File: src/rtl/icache_if.sv
// Datapath/memory handshake bundle for the instruction cache, plus its performance counters.
// The cache takes the slave side; whoever drives requests and memory responses takes master.
interface icache_if #(
  parameter int CNT_W = 32
);
  logic             imemREN;
  logic [31:0]      imemaddr;
  logic             ihit;
  logic [31:0]      imemload;
  logic             iREN;
  logic [31:0]      iaddr;
  logic             iwait;
  logic [31:0]      iload;
  logic [CNT_W-1:0] hit_count;
  logic [CNT_W-1:0] miss_count;

  modport slave (
    input  imemREN, imemaddr, iwait, iload,
    output ihit, imemload, iREN, iaddr, hit_count, miss_count
  );

  modport master (
    output imemREN, imemaddr, iwait, iload,
    input  ihit, imemload, iREN, iaddr, hit_count, miss_count
  );
endinterface

File: src/rtl/icache.sv
// Direct-mapped, one-word-per-line instruction cache. Hits are served combinationally;
// misses latch the word address and fill from memory, with saturating hit/miss counters.
module icache #(
  parameter int SETS  = 16,
  parameter int CNT_W = 32
) (
  input  logic   CLK,
  input  logic   nRST,
  icache_if.slave bus
);
  localparam int IDX_W = $clog2(SETS);
  localparam int TAG_W = 30 - IDX_W;

  typedef enum logic {IDLE, FETCH} state_t;

  state_t            r_state, w_state_next;
  logic [SETS-1:0]   r_valid;
  logic [TAG_W-1:0]  r_tag  [SETS];
  logic [31:0]       r_data [SETS];
  logic [31:0]       r_miss_addr;
  logic [CNT_W-1:0]  r_hit_cnt, r_miss_cnt;

  logic [IDX_W-1:0]  w_idx, w_miss_idx;
  logic [TAG_W-1:0]  w_tag, w_miss_tag;
  logic              w_lookup_hit;
  logic              w_ihit, w_iren, w_fill, w_miss;
  logic [31:0]       w_imemload;
  logic              w_unused;

  assign w_idx      = bus.imemaddr[IDX_W+1:2];
  assign w_tag      = bus.imemaddr[31:IDX_W+2];
  assign w_miss_idx = r_miss_addr[IDX_W+1:2];
  assign w_miss_tag = r_miss_addr[31:IDX_W+2];
  assign w_unused   = ^{bus.imemaddr[1:0], r_miss_addr[1:0]};

  // valid is checked first so never-written tag/data entries cannot leak into a hit.
  assign w_lookup_hit = bus.imemREN && r_valid[w_idx] && (r_tag[w_idx] == w_tag);

  always_comb begin
    w_state_next = r_state;
    w_ihit       = 1'b0;
    w_imemload   = 32'h0;
    w_iren       = 1'b0;
    w_fill       = 1'b0;
    w_miss       = 1'b0;
    case (r_state)
      IDLE: begin
        if (w_lookup_hit) begin
          w_ihit     = 1'b1;
          w_imemload = r_data[w_idx];
        end else if (bus.imemREN) begin
          w_miss       = 1'b1;
          w_state_next = FETCH;
        end
      end
      FETCH: begin
        w_iren = bus.imemREN;
        if (!bus.imemREN) begin
          w_state_next = IDLE;
        end else if (!bus.iwait) begin
          w_fill       = 1'b1;
          w_state_next = IDLE;
        end
      end
      default: w_state_next = IDLE;
    endcase
  end

  always_ff @(posedge CLK or negedge nRST) begin
    if (!nRST) begin
      r_state     <= IDLE;
      r_valid     <= '0;
      r_miss_addr <= 32'h0;
      r_hit_cnt   <= '0;
      r_miss_cnt  <= '0;
    end else begin
      r_state <= w_state_next;
      if (w_miss) begin
        r_miss_addr <= {bus.imemaddr[31:2], 2'b00};
        if (r_miss_cnt != '1) r_miss_cnt <= r_miss_cnt + 1'b1;
      end
      if (w_ihit && (r_hit_cnt != '1)) r_hit_cnt <= r_hit_cnt + 1'b1;
      if (w_fill) r_valid[w_miss_idx] <= 1'b1;
    end
  end

  // Tag/data arrays are not reset; the fill always targets the latched miss line.
  always_ff @(posedge CLK) begin
    if (w_fill) begin
      r_tag[w_miss_idx]  <= w_miss_tag;
      r_data[w_miss_idx] <= bus.iload;
    end
  end

  assign bus.ihit       = w_ihit;
  assign bus.imemload   = w_imemload;
  assign bus.iREN       = w_iren;
  assign bus.iaddr      = r_miss_addr;
  assign bus.hit_count  = r_hit_cnt;
  assign bus.miss_count = r_miss_cnt;
endmodule

File: src/flat_wrapper.sv
// flat-port wrapper written by rule: the top's interface ports become plain ports
module icache_flat 
#(
  parameter int SETS  = 16,
  parameter int CNT_W = 32
)
  (CLK, nRST, bus_imemREN, bus_imemaddr, bus_iwait, bus_iload, bus_ihit, bus_imemload, bus_iREN, bus_iaddr, bus_hit_count, bus_miss_count);
  icache_if #(.CNT_W(CNT_W)) bus_i ();
  input  logic CLK;
  input  logic nRST;
  input wire logic [$bits(bus_i.imemREN)-1:0] bus_imemREN;
  input wire logic [$bits(bus_i.imemaddr)-1:0] bus_imemaddr;
  input wire logic [$bits(bus_i.iwait)-1:0] bus_iwait;
  input wire logic [$bits(bus_i.iload)-1:0] bus_iload;
  output wire logic [$bits(bus_i.ihit)-1:0] bus_ihit;
  output wire logic [$bits(bus_i.imemload)-1:0] bus_imemload;
  output wire logic [$bits(bus_i.iREN)-1:0] bus_iREN;
  output wire logic [$bits(bus_i.iaddr)-1:0] bus_iaddr;
  output wire logic [$bits(bus_i.hit_count)-1:0] bus_hit_count;
  output wire logic [$bits(bus_i.miss_count)-1:0] bus_miss_count;
  assign bus_i.imemREN = bus_imemREN;
  assign bus_i.imemaddr = bus_imemaddr;
  assign bus_i.iwait = bus_iwait;
  assign bus_i.iload = bus_iload;
  assign bus_ihit = bus_i.ihit;
  assign bus_imemload = bus_i.imemload;
  assign bus_iREN = bus_i.iREN;
  assign bus_iaddr = bus_i.iaddr;
  assign bus_hit_count = bus_i.hit_count;
  assign bus_miss_count = bus_i.miss_count;
  icache #(.SETS(SETS), .CNT_W(CNT_W)) u_core (.CLK(CLK), .nRST(nRST), .bus(bus_i));
endmodule
File: config.mk
export PLATFORM = sky130hd
export DESIGN_NAME = icache_flat
export DESIGN_NICKNAME = d
export VERILOG_FILES = /design/src/rtl/icache_if.sv /design/src/rtl/icache.sv /design/src/flat_wrapper.sv
export SDC_FILE = /design/constraint.sdc
export NUM_CORES = 1
export LEC_CHECK = 0
export ABC_AREA = 0
export CAP_MARGIN = 20
export CORE_MARGIN = 3
export CORE_UTILIZATION = 65
export CTS_CLUSTER_SIZE = 25
export DETAILED_ROUTE_END_ITERATION = 8
export MAX_ROUTING_LAYER = met4
export PLACE_DENSITY = 0.82
export REMOVE_ABC_BUFFERS = 1
export SKIP_LAST_GASP = 1
export SYNTH_ARGS = -nofsm -noshare
export SYNTH_HDL_FRONTEND = slang
export SYNTH_SLANG_ARGS = --single-unit
export TNS_END_PERCENT = 20
File: constraint.sdc
create_clock -name CLK -period 10.3 [get_ports CLK]
set_input_delay 1.03 -clock CLK [delete_from_list [all_inputs] [get_ports CLK]]
set_output_delay 1.03 -clock CLK [all_outputs]
set_load 0.005 [all_outputs]
==> reports/summary.md, run 1 <==
Setup path
* **largest stage delay on the critical path** 700 ps
* **required time reported for the critical path endpoint** 9270 ps
* **critical path cell sequence** buf_4 -> buf_4 -> mux4_2 -> mux2i_1 -> mux2i_1 -> xnor2_1 -> nand3_1 -> nor4_4 -> nand4_4 -> buf_4 -> nor2b_1 -> clkdlybuf4s50_1
* **CP Capture Type** output pin
* **startpoint types** input port
* **Crit Path Class** in -> out
* **largest fanout on the critical path** 51
* **arrival time of data at the critical path endpoint** 6020 ps
* **worst path buffer plus inverter count** 4
* **crit-path leading delay family** buffers and inverters
* **cell at the slowest stage of the critical path** sky130_fd_sc_hd__buf_4
* **dominant cell type by count on the critical path** sky130_fd_sc_hd__buf_4

Logic synthesis
* **portion of the post-synthesis area used by sequential elements** 0.742
* **mapped cell area** 0.0413 mm²
* **number of unique standard cell types used by synthesis** 77
* **share of flip-flops with an asynchronous set or reset** 0.107
* **cell types with the largest area share after synthesis** sky130_fd_sc_hd__edfxtp_1 67%, sky130_fd_sc_hd__mux4_2 13%, sky130_fd_sc_hd__dfrtp_1 6.7%
* **share of Yosys cell area claimed by the top area cell type** 0.675
* **yosys warns** 0
* **dominant synthesized flop cell** sky130_fd_sc_hd__edfxtp_1
* **flip-flop and latch count after synthesis** 1039
* **Mapped Cells** 1985
* **post-synth top area cell** sky130_fd_sc_hd__edfxtp_1
* **mean instance size in the synthesized netlist** 20.8 µm²
* **number of flops mapped to enable cells by yosys** 928

STA
* **Period minus WS final** 7050 ps
* **transition at the pin with the smallest max-transition slack** 1100 ps
* **normalized max-slew margin** 0.261
* **number of pins exceeding their max-slew limit in the final report** 0
* **least setup slack across all paths after layout** 3250 ps
* **Achievable Freq** 142 MHz
* **count of final hold-check violations** 0
* **worst clock skew** 37.9 ps
* **Setup TNS Final** 0 ps
* **endpoints failing setup** 0
* **share of the cycle needed by the critical path after routing** 0.685
* **unrepaired setup endpoints after global routing** false

Clock network
* **CTS clk-pin slew, worst paths** 60 ps
* **number of gates given a new drive strength after cts** 0
* **clock tree from TritonCTS** done
* **clock root buffer** sky130_fd_sc_hd__clkbuf_16
* **number of clock buffers inserted by TritonCTS** 100
* **maximum level of the CTS H-tree** 3
* **worst-case clock buffer depth** 3
* **clk_lat worst skew** 670 ps
* **Clock Sink Count** 1039
* **# Post-CTS Setup Buffers** 0
* **CTS Hold Bufs** 0

Power
* **sum of internal, switching and leakage power** 9.07 mW
* **static leakage** 15.8 nW
* **maximum resistive drop on vdd** 0.212 mV
* **Pwr per Cell Area** 191 mW/mm²

Placed design
* **post-DP HPWL** 49300 µm
* **Port-buffer cells** 193
* **pre-CTS worst setup slack** 3310 ps
* **routability congestion estimate from global placement** 0.826

Floorplan
* **die area** 0.0666 mm²
* **site row count** 91
* **die extent in y** 258 µm
* **DIE WIDTH** 258 µm
* **starting utilization of the core area** 0.663
* **area of the core** 0.0623 mm²
* **ports placed on the boundary** 198

Routing
* **WL per Instance** 31.3 µm
* **DRC violation total after the first TritonRoute iteration** 2726
* **number of vias after detailed routing** 21500
* **Post-Route WL** 98700 µm
* **Pre-Repair DR Iteration Count** 5
* **average via count per standard cell** 6.82
* **remaining number of nets flagged by the antenna check after routing** 0
* **DRC violation count after routing** 0

Final layout
* **most common library cell in the layout ignoring fill and taps** sky130_fd_sc_hd__edfxtp_1
* **final standard cell utilization of the core** 0.760
* **commonest non-fill, non-tap cells in the layout** 928 x sky130_fd_sc_hd__edfxtp_1, 247 x sky130_fd_sc_hd__mux4_2, 188 x sky130_fd_sc_hd__clkdlybuf4s50_1
* **area of combinational cells with multiple inputs** 0.0101 mm²
* **# nets final** 2296
* **number of filler instances in the final layout** 3218
* **area delta synth->final** 14.6%
* **share of final-layout standard cells stronger than drive strength 1** 0.219
* **flip-flop and latch area** 0.0306 mm²

GRT
* **antenna violations before repair** 5
* **overall global routing resource usage** 0.314
* **maximum number of pins on one net before global-route repair** 72
* **number of global-route vias before repair** 22400
* **first-pass GRT wire length** 147000 µm
* **sum of overflow across all layers after global routing** 0

Status
* **status** completed

Job
* **number of max-cap violations** 0

Worst hold path
* **HP Class** reg -> reg

-- final timing paths --
kind,slack [ps],endpoint,depth (start not counted),start
setup reg to reg,6180,u_core.bus.hit_count[1],10,u_core.r_tag[6][20]
hold / removal,480,u_core.r_valid[11],1,u_core.r_valid[11]
hold reg to reg,480,u_core.r_valid[11],1,u_core.r_valid[11]
setup / recovery,3250,bus_imemload[4],12,bus_imemaddr[5]
min in group asynchronous,500,u_core.bus.miss_count[11],1,nRST
max in group asynchronous,8570,u_core.bus.iaddr[30],2,nRST
-- per-layer routing --
layer	vias to the layer above	routed length, µm	part of all wire	track usage
met2	1369	50000	0.51	0.501
met1	11300	36200	0.37	0.415
li1	8620	-	-	-
met3	240	9470	0.096	0.0617
met5	-	0	0	-
met4	0	3050	0.031	0.107
-- synthesized netlist by cell type, types with 17 or more instances --
| cell type | n |
|---|---|
| sky130_fd_sc_hd__mux2i_1 | 84 |
| sky130_fd_sc_hd__nor2_1 | 46 |
| sky130_fd_sc_hd__buf_6 | 17 |
| sky130_fd_sc_hd__nand3_1 | 43 |
| sky130_fd_sc_hd__nand4_1 | 23 |
| sky130_fd_sc_hd__dfrtp_1 | 111 |
| sky130_fd_sc_hd__xor2_1 | 39 |
| sky130_fd_sc_hd__mux4_2 | 247 |
| sky130_fd_sc_hd__and3_1 | 29 |
| sky130_fd_sc_hd__nor2b_1 | 41 |
| sky130_fd_sc_hd__edfxtp_1 | 928 |
| sky130_fd_sc_hd__buf_2 | 22 |
| sky130_fd_sc_hd__mux2_1 | 29 |
| sky130_fd_sc_hd__clkbuf_1 | 35 |
| sky130_fd_sc_hd__xnor2_1 | 43 |
| sky130_fd_sc_hd__nand2_1 | 43 |
-- metrics by stage --
stage,cell area [µm²],instances,hold slack [ps]
global placement,44100,2959,446
detailed placement,44100,2959,450
finish,47300,3152,481
CTS,47300,3145,474
floorplan,40700,1892,434
global route,47300,3152,490
-- final cells by class --
class | instances | share of cell area
Tap cell | 837 | 0.0221
Inverter | 14 | 0.00111
Clock buffer | 124 | 0.0554
Multi-Input combinational cell | 839 | 0.213
Clock inverter | 62 | 0.0129
Timing Repair Buffer | 232 | 0.0476
Sequential cell | 1039 | 0.647
Antenna cell | 5 | 0.000264
-- state kept, by name, summed over array words and instances, names as in the netlist --
name and flops:
u_core.bus.hit_count 32, u_core.bus.iaddr 30, u_core.bus.miss_count 32, u_core.r_data 512, u_core.r_state 1, u_core.r_tag 416, u_core.r_valid 16
-- where the power goes --
part           switching, mW  total [mW]  internal (mW)  leakage (nW)
Combinational          0.288       0.565          0.277          4.46
Sequential             0.132        4.89           4.75          9.79
Clock                   1.57        3.62           2.05          1.56
Total                   1.99        9.07           7.08          15.8
-- cell families (layout without fill, tap and decap cells) --
kind of cell	Yosys count	in the layout	synth area share
AND/OR/NAND/NOR	327	327	0.0470
multiplexers	368	368	0.166
adder cells (fa/ha/maj)	2	2	0.000606
XOR/XNOR	84	84	0.0182
buffers and inverters	108	432	0.0164
AO/OA/AOI/OAI	56	56	0.0103
other	1	7	0.0000908
flip-flops	1039	1039	0.742
No activity file was read; power rests on OpenSTA's default activity.
==> run 2, diff against run 1 <==
Settings changed: CORE_UTILIZATION 65 to 60, PLACE_DENSITY 0.82 to 0.76.
Clock period 10.3 ns to 6.85 ns, I/O delays scaled along.
==> run 2 against run 1 <==
Effect of this change:
- via count down 2.4%
- non-clock buffer count up 16
- clock skew down 20 ps
- critical path depth unchanged
- count of clock-buffer cells in the layout up 12
- sequential share of layout area down 0.19 points
- worst hold slack worse by 420 ps
- combinational power up 49%
- clock power up 48%
- first-iteration DRC count down 22%
==> reports/summary.md, run 2 (synthesized netlist as in run 1, its figures left out) <==
Power
* **static leakage** 15.9 nW, was 15.8 nW
* **sum of internal, switching and leakage power** 13.5 mW, was 9.07 mW
* **maximum resistive drop on vdd** 0.226 mV, was 0.212 mV
* **Pwr per Cell Area** 285 mW/mm², was 191 mW/mm²

Clock network
* **# Post-CTS Setup Buffers** 0, unchanged
* **clk_lat worst skew** 650 ps, was 670 ps
* **CTS Hold Bufs** 0, unchanged
* **number of clock buffers inserted by TritonCTS** 103, was 100
* **worst-case clock buffer depth** 3, unchanged
* **clock root buffer** sky130_fd_sc_hd__clkbuf_16, unchanged
* **clock tree from TritonCTS** done, unchanged
* **Clock Sink Count** 1039, unchanged
* **number of gates given a new drive strength after cts** 0, unchanged
* **CTS clk-pin slew, worst paths** 60 ps, about the same
* **maximum level of the CTS H-tree** 3, unchanged

Setup path
* **Crit Path Class** in -> out, unchanged
* **crit-path leading delay family** buffers and inverters, unchanged
* **cell at the slowest stage of the critical path** sky130_fd_sc_hd__nand4_4, was sky130_fd_sc_hd__buf_4
* **CP Capture Type** output pin, unchanged
* **CP Depth** 12, unchanged
* **required time reported for the critical path endpoint** 6160 ps, was 9270 ps
* **worst path buffer plus inverter count** 4, unchanged
* **critical path cell sequence** buf_8 -> buf_4 -> mux4_2 -> nor4_1 -> nor4_1 -> nand3_1 -> nand4_1 -> nor3_1 -> nand4_4 -> buf_4 -> nor2b_1 -> clkdlybuf4s50_1, was buf_4 -> buf_4 -> mux4_2 -> mux2i_1 -> mux2i_1 -> xnor2_1 -> nand3_1 -> nor4_4 -> nand4_4 -> buf_4 -> nor2b_1 -> clkdlybuf4s50_1
* **launching instance or port of the critical path** bus_imemaddr[2], was bus_imemaddr[5]
* **depth of the most critical reg-to-reg path** 10, unchanged
* **largest fanout on the critical path** 61, was 51
* **startpoint of the worst register-to-register path** u_core.r_tag[12][0], was u_core.r_tag[6][20]
* **startpoint types** input port, unchanged
* **largest stage delay on the critical path** 620 ps, was 700 ps
* **arrival time of data at the critical path endpoint** 5030 ps, was 6020 ps

Status
* **status** completed, unchanged

Final layout
* **Finished Cell Area** 0.0475 mm², was 0.0473 mm²
* **Biggest register** u_core.r_data, unchanged
* **max FFs per register** 512, unchanged
* **most common library cell in the layout ignoring fill and taps** sky130_fd_sc_hd__edfxtp_1, unchanged
* **largest registers** u_core.r_data x512, u_core.r_tag x416, unchanged
* **number of filler instances in the final layout** 3944, was 3218
* **share of final-layout standard cells stronger than drive strength 1** 0.222, was 0.219
* **# nets final** 2315, was 2296
* **commonest non-fill, non-tap cells in the layout** 928 x sky130_fd_sc_hd__edfxtp_1, 247 x sky130_fd_sc_hd__mux4_2, 188 x sky130_fd_sc_hd__clkdlybuf4s50_1, unchanged
* **area delta synth->final** 15.0%, was 14.6%

Routing
* **average via count per standard cell** 6.54, was 6.82
* **number of vias after detailed routing** 21000, was 21500
* **Post-Route WL** 94000 µm, was 98700 µm
* **Pre-Repair DR Iteration Count** 5, unchanged
* **WL per Instance** 29.3 µm, was 31.3 µm
* **remaining number of nets flagged by the antenna check after routing** 0, unchanged
* **DRC violation total after the first TritonRoute iteration** 2113, was 2726
* **DRC violation count after routing** 0, unchanged

STA
* **smallest hold slack** 58.4 ps, was 481 ps
* **least setup slack across all paths after layout** 1140 ps, was 3250 ps
* **worst clock skew** 17.9 ps, was 37.9 ps
* **share of the cycle needed by the critical path after routing** 0.834
* **unrepaired setup endpoints after global routing** false, unchanged
* **endpoints failing setup** 0, unchanged
* **Period minus WS final** 5710 ps
* **Setup TNS Final** 0 ps, unchanged
* **number of pins exceeding their max-slew limit in the final report** 0, unchanged
* **normalized max-slew margin** 0.255, was 0.261
* **transition at the pin with the smallest max-transition slack** 1120 ps, was 1100 ps
* **count of final hold-check violations** 0, unchanged
* **Achievable Freq** 175 MHz

GRT
* **sum of overflow across all layers after global routing** 0, unchanged
* **number of global-route vias before repair** 21400, was 22400
* **antenna violations before repair** 5, unchanged
* **first-pass GRT wire length** 139000 µm, was 147000 µm
* **overall global routing resource usage** 0.276, was 0.314
* **maximum number of pins on one net before global-route repair** 91, was 72

Placed design
* **pre-CTS worst setup slack** 1080 ps, was 3310 ps
* **cell area after placement** 0.0443 mm², was 0.0441 mm²
* **routability congestion estimate from global placement** 0.852, was 0.826
* **post-DP HPWL** 49900 µm, was 49300 µm
* **Port-buffer cells** 193, unchanged

Floorplan
* **DIE WIDTH** 268 µm, was 258 µm
* **die area** 0.0720 mm², was 0.0666 mm²
* **site row count** 95, was 91
* **die extent in y** 268 µm, was 258 µm
* **area of the core** 0.0676 mm², was 0.0623 mm²
* **ports placed on the boundary** 198, unchanged
* **starting utilization of the core area** 0.611, was 0.663

Job
* **number of max-cap violations** 0, unchanged

Worst hold path
* **HP Class** in -> async, was reg -> reg

==> run 2: cell count changes in the layout (fill, tap and decap cells not counted), sizes merged <==
cell / delta
bufinv: -3
inv: -1
clkinvlp: -4
clkbuf: +12
buf: +16
clkinv: +2
==> run 2: area by class of cell <==
| type | count | area (µm²) | area share |
|---|---|---|---|
| antenna | 5 | 12.5 | 0.000263 |
| clock buffer | 136 | 2750 | 0.0580 |
| clock inverter | 56 | 445 | 0.00938 |
| inverter | 14 | 52.6 | 0.00111 |
| multi-input combinational | 839 | 10100 | 0.213 |
| sequential | 1039 | 30600 | 0.645 |
| tap | 873 | 1090 | 0.0230 |
| timing repair buffer | 248 | 2390 | 0.0503 |
==> run 2: worst paths after layout <==
check                                                end  slack (ps)
worst max-delay path                    bus_imemload[29]        1140
worst max register to register   u_core.bus.hit_count[1]        2700
worst min register to register        u_core.r_valid[15]         470
min in group CLK                      u_core.r_valid[15]         470
worst min-delay path            u_core.bus.hit_count[15]          60
max in group asynchronous           u_core.bus.iaddr[25]        5410
==> run 2: routing by layer <==
metal	vias up	wire (µm)	track usage
li1	8666	-	-
met1	11100	36800	0.378
met2	1066	47300	0.434
met3	161	7620	0.0511
met4	0	2220	0.0786
met5	-	0	-
==> run 2: stage by stage <==
stage | util | instances
global route | 0.702 | 3209
finish | 0.702 | 3210
detailed placement | 0.654 | 3012
CTS | 0.702 | 3204
global placement | 0.654 | 3012
floorplan | - | 1892
==> run 2: report_power, final <==
| group | internal, mW | switching [mW] |
|---|---|---|
| Clock | 3.05 | 2.30 |
| Sequential | 7.15 | 0.196 |
| Combinational | 0.422 | 0.420 |
==> run 3, diff against run 2 <==
Clock period 6.85 ns to 5.6 ns, I/O delays scaled along.
==> run 3 against run 2 <==
Effect of this change:
- global-route usage increased by 0.17 points
- final cell count is 0.25% higher
- die area stayed put
- sequential power rose by 22%
- routed wire length rose by 0.30%
- critical endpoint is now bus_imemload[22]
- largest power group unchanged
- largest cell class unchanged
- register-to-register slack worse by 850 ps
- first-iteration DRC count up 12%
- core utilization grew 0.39 points
- clock skew grew 16 ps
- non-clock buffer count rose by 9
==> reports/summary.md, run 3 (synthesized netlist as in run 1, its figures left out) <==
Placed design
* **post-DP HPWL** 49800 µm, was 49900 µm
* **routability congestion estimate from global placement** 0.851, was 0.852
* **pre-CTS worst setup slack** 702 ps, was 1080 ps
* **dpl cells** 3021, was 3012
* **Port-buffer cells** 193, unchanged
* **cell area after placement** 0.0444 mm², was 0.0443 mm²

Routing
* **DRC violation total after the first TritonRoute iteration** 2358, was 2113
* **number of vias after detailed routing** 20900, was 21000
* **average via count per standard cell** 6.50, was 6.54
* **DRC violation count after routing** 0, unchanged
* **WL per Instance** 29.3 µm, about the same
* **remaining number of nets flagged by the antenna check after routing** 0, unchanged
* **Post-Route WL** 94200 µm, was 94000 µm
* **Pre-Repair DR Iteration Count** 5, unchanged

Clock network
* **number of clock buffers inserted by TritonCTS** 103, unchanged
* **Clock Sink Count** 1039, unchanged
* **maximum level of the CTS H-tree** 3, unchanged
* **number of gates given a new drive strength after cts** 0, unchanged
* **clock tree from TritonCTS** done, unchanged
* **clk_lat worst skew** 660 ps, was 650 ps
* **clock root buffer** sky130_fd_sc_hd__clkbuf_16, unchanged
* **CTS clk-pin slew, worst paths** 60 ps, about the same
* **worst-case clock buffer depth** 3, unchanged

STA
* **transition at the pin with the smallest max-transition slack** 1080 ps, was 1120 ps
* **Period minus WS final** 4910 ps
* **normalized max-slew margin** 0.277, was 0.255
* **share of the cycle needed by the critical path after routing** 0.877
* **least setup slack across all paths after layout** 687 ps, was 1140 ps
* **worst clock skew** 33.6 ps, was 17.9 ps
* **count of final hold-check violations** 0, unchanged
* **smallest hold slack** 460 ps, was 58.4 ps
* **endpoints failing setup** 0, unchanged
* **number of pins exceeding their max-slew limit in the final report** 0, unchanged
* **unrepaired setup endpoints after global routing** false, unchanged
* **Achievable Freq** 204 MHz
* **Setup TNS Final** 0 ps, unchanged

Setup path
* **startpoint of the worst register-to-register path** u_core.r_tag[9][14], was u_core.r_tag[12][0]
* **startpoint types** input port, unchanged
* **largest fanout on the critical path** 43, was 61
* **CP Capture Type** output pin, unchanged
* **required time reported for the critical path endpoint** 5040 ps, was 6160 ps
* **launching instance or port of the critical path** bus_imemaddr[5], was bus_imemaddr[2]
* **Crit Path Class** in -> out, unchanged
* **arrival time of data at the critical path endpoint** 4350 ps, was 5030 ps

Final layout
* **Biggest register** u_core.r_data, unchanged
* **commonest non-fill, non-tap cells in the layout** 928 x sky130_fd_sc_hd__edfxtp_1, 247 x sky130_fd_sc_hd__mux4_2, 188 x sky130_fd_sc_hd__clkdlybuf4s50_1, unchanged
* **largest registers** u_core.r_data x512, u_core.r_tag x416, unchanged
* **max FFs per register** 512, unchanged
* **most common library cell in the layout ignoring fill and taps** sky130_fd_sc_hd__edfxtp_1, unchanged
* **share of final-layout standard cells stronger than drive strength 1** 0.230, was 0.222
* **Finished Cell Area** 0.0478 mm², was 0.0475 mm²
* **area delta synth->final** 15.6%, was 15.0%
* **number of standard cells in the final layout excluding fillers** 3218, was 3210
* **# nets final** 2324, was 2315
* **final standard cell utilization of the core** 0.706, was 0.702

Floorplan
* **DIE WIDTH** 268 µm, unchanged
* **ports placed on the boundary** 198, unchanged
* **starting utilization of the core area** 0.611, unchanged
* **die extent in y** 268 µm, unchanged
* **area of the core** 0.0676 mm², unchanged
* **die area** 0.0720 mm², unchanged
* **site row count** 95, unchanged

Power
* **static leakage** 16.0 nW, was 15.9 nW
* **fraction of power consumed by sequential logic** 0.535, was 0.543
* **maximum resistive drop on vdd** 0.252 mV, was 0.226 mV
* **internal power contribution** 13.2 mW, was 10.6 mW
* **power share of the combinational group** 0.062, about the same
* **Pwr per Cell Area** 351 mW/mm², was 285 mW/mm²
* **switching portion of total power** 0.213, was 0.215
* **sum of internal, switching and leakage power** 16.8 mW, was 13.5 mW
* **clock share of power** 0.402, was 0.395
* **power spent charging and discharging nets** 3.57 mW, was 2.91 mW

GRT
* **sum of overflow across all layers after global routing** 0, unchanged
* **maximum number of pins on one net before global-route repair** 75, was 91
* **first-pass GRT wire length** 140000 µm, was 139000 µm
* **overall global routing resource usage** 0.277, was 0.276
* **number of global-route vias before repair** 21500, was 21400
* **antenna violations before repair** 4, was 5

Job
* **number of max-cap violations** 0, unchanged

Status
* **status** completed, unchanged

Worst hold path
* **HP Class** reg -> reg, was in -> async
* **worst hold path startpoint** u_core.r_valid[6]

-- run 3: path summary, 6_finish.rpt --
kind / depth (start not counted) / to / slack, ps
worst max-delay path: 12 / bus_imemload[22] / 690
worst min-delay path: 1 / u_core.r_valid[6] / 460
worst max register to register: 9 / u_core.bus.hit_count[1] / 1850
worst min register to register: 1 / u_core.r_valid[6] / 460
max in group asynchronous: 3 / u_core.bus.iaddr[24] / 3680
min in group asynchronous: 2 / u_core.bus.hit_count[14] / 480
-- run 3: power groups by stage --
| stage | Sequential [mW] | Clock (mW) | Combinational (mW) |
|---|---|---|---|
| floorplan | 9.06 | 0 | 0.485 |
| global placement | 9.10 | 0 | 1.02 |
| detailed placement | 9.13 | 0 | 1.05 |
| CTS | 8.98 | 6.85 | 1.06 |
| global route | 9.01 | 7.16 | 1.12 |
| finish | 8.98 | 6.75 | 1.05 |
-- run 3: critical path, cell delays in order --
cell and delay, ps:
sky130_fd_sc_hd__buf_4 620, sky130_fd_sc_hd__buf_4 430, sky130_fd_sc_hd__mux4_2 350, sky130_fd_sc_hd__mux2i_1 190
sky130_fd_sc_hd__mux2i_1 120, sky130_fd_sc_hd__xor2_1 400, sky130_fd_sc_hd__nor2_1 100, sky130_fd_sc_hd__and4_1 230
sky130_fd_sc_hd__nand4_4 90, sky130_fd_sc_hd__buf_4 500, sky130_fd_sc_hd__nor2b_1 140, sky130_fd_sc_hd__clkdlybuf4s50_1 500
-- run 3: cell type report --
class / instances / area, µm²
fillers: 3930 / 19900
flip-flops and latches: 1039 / 30600
well taps: 873 / 1090
clock buffers: 137 / 2810
repair buffers: 257 / 2520
multi-input cells: 839 / 10100
diodes: 5 / 12.5
clock inverters: 54 / 522
inverters: 14 / 52.6
-- run 3: what timing repair did --
| action | 4_1_cts | 5_1_grt |
|---|---|---|
| endpoints found under the hold margin | 44 | 0 |
| buffers inserted | 0 | 0 |
| hold buffers | 1 | 0 |
-- run 3: routing by layer --
metal / part of all wire / global-route usage / vias up
met4: 0.028 / 0.0919 / 0
met1: 0.39 / 0.378 / 10900
li1: - / - / 8686
met3: 0.093 / 0.0604 / 176
met5: 0 / - / -
met2: 0.49 / 0.427 / 1128
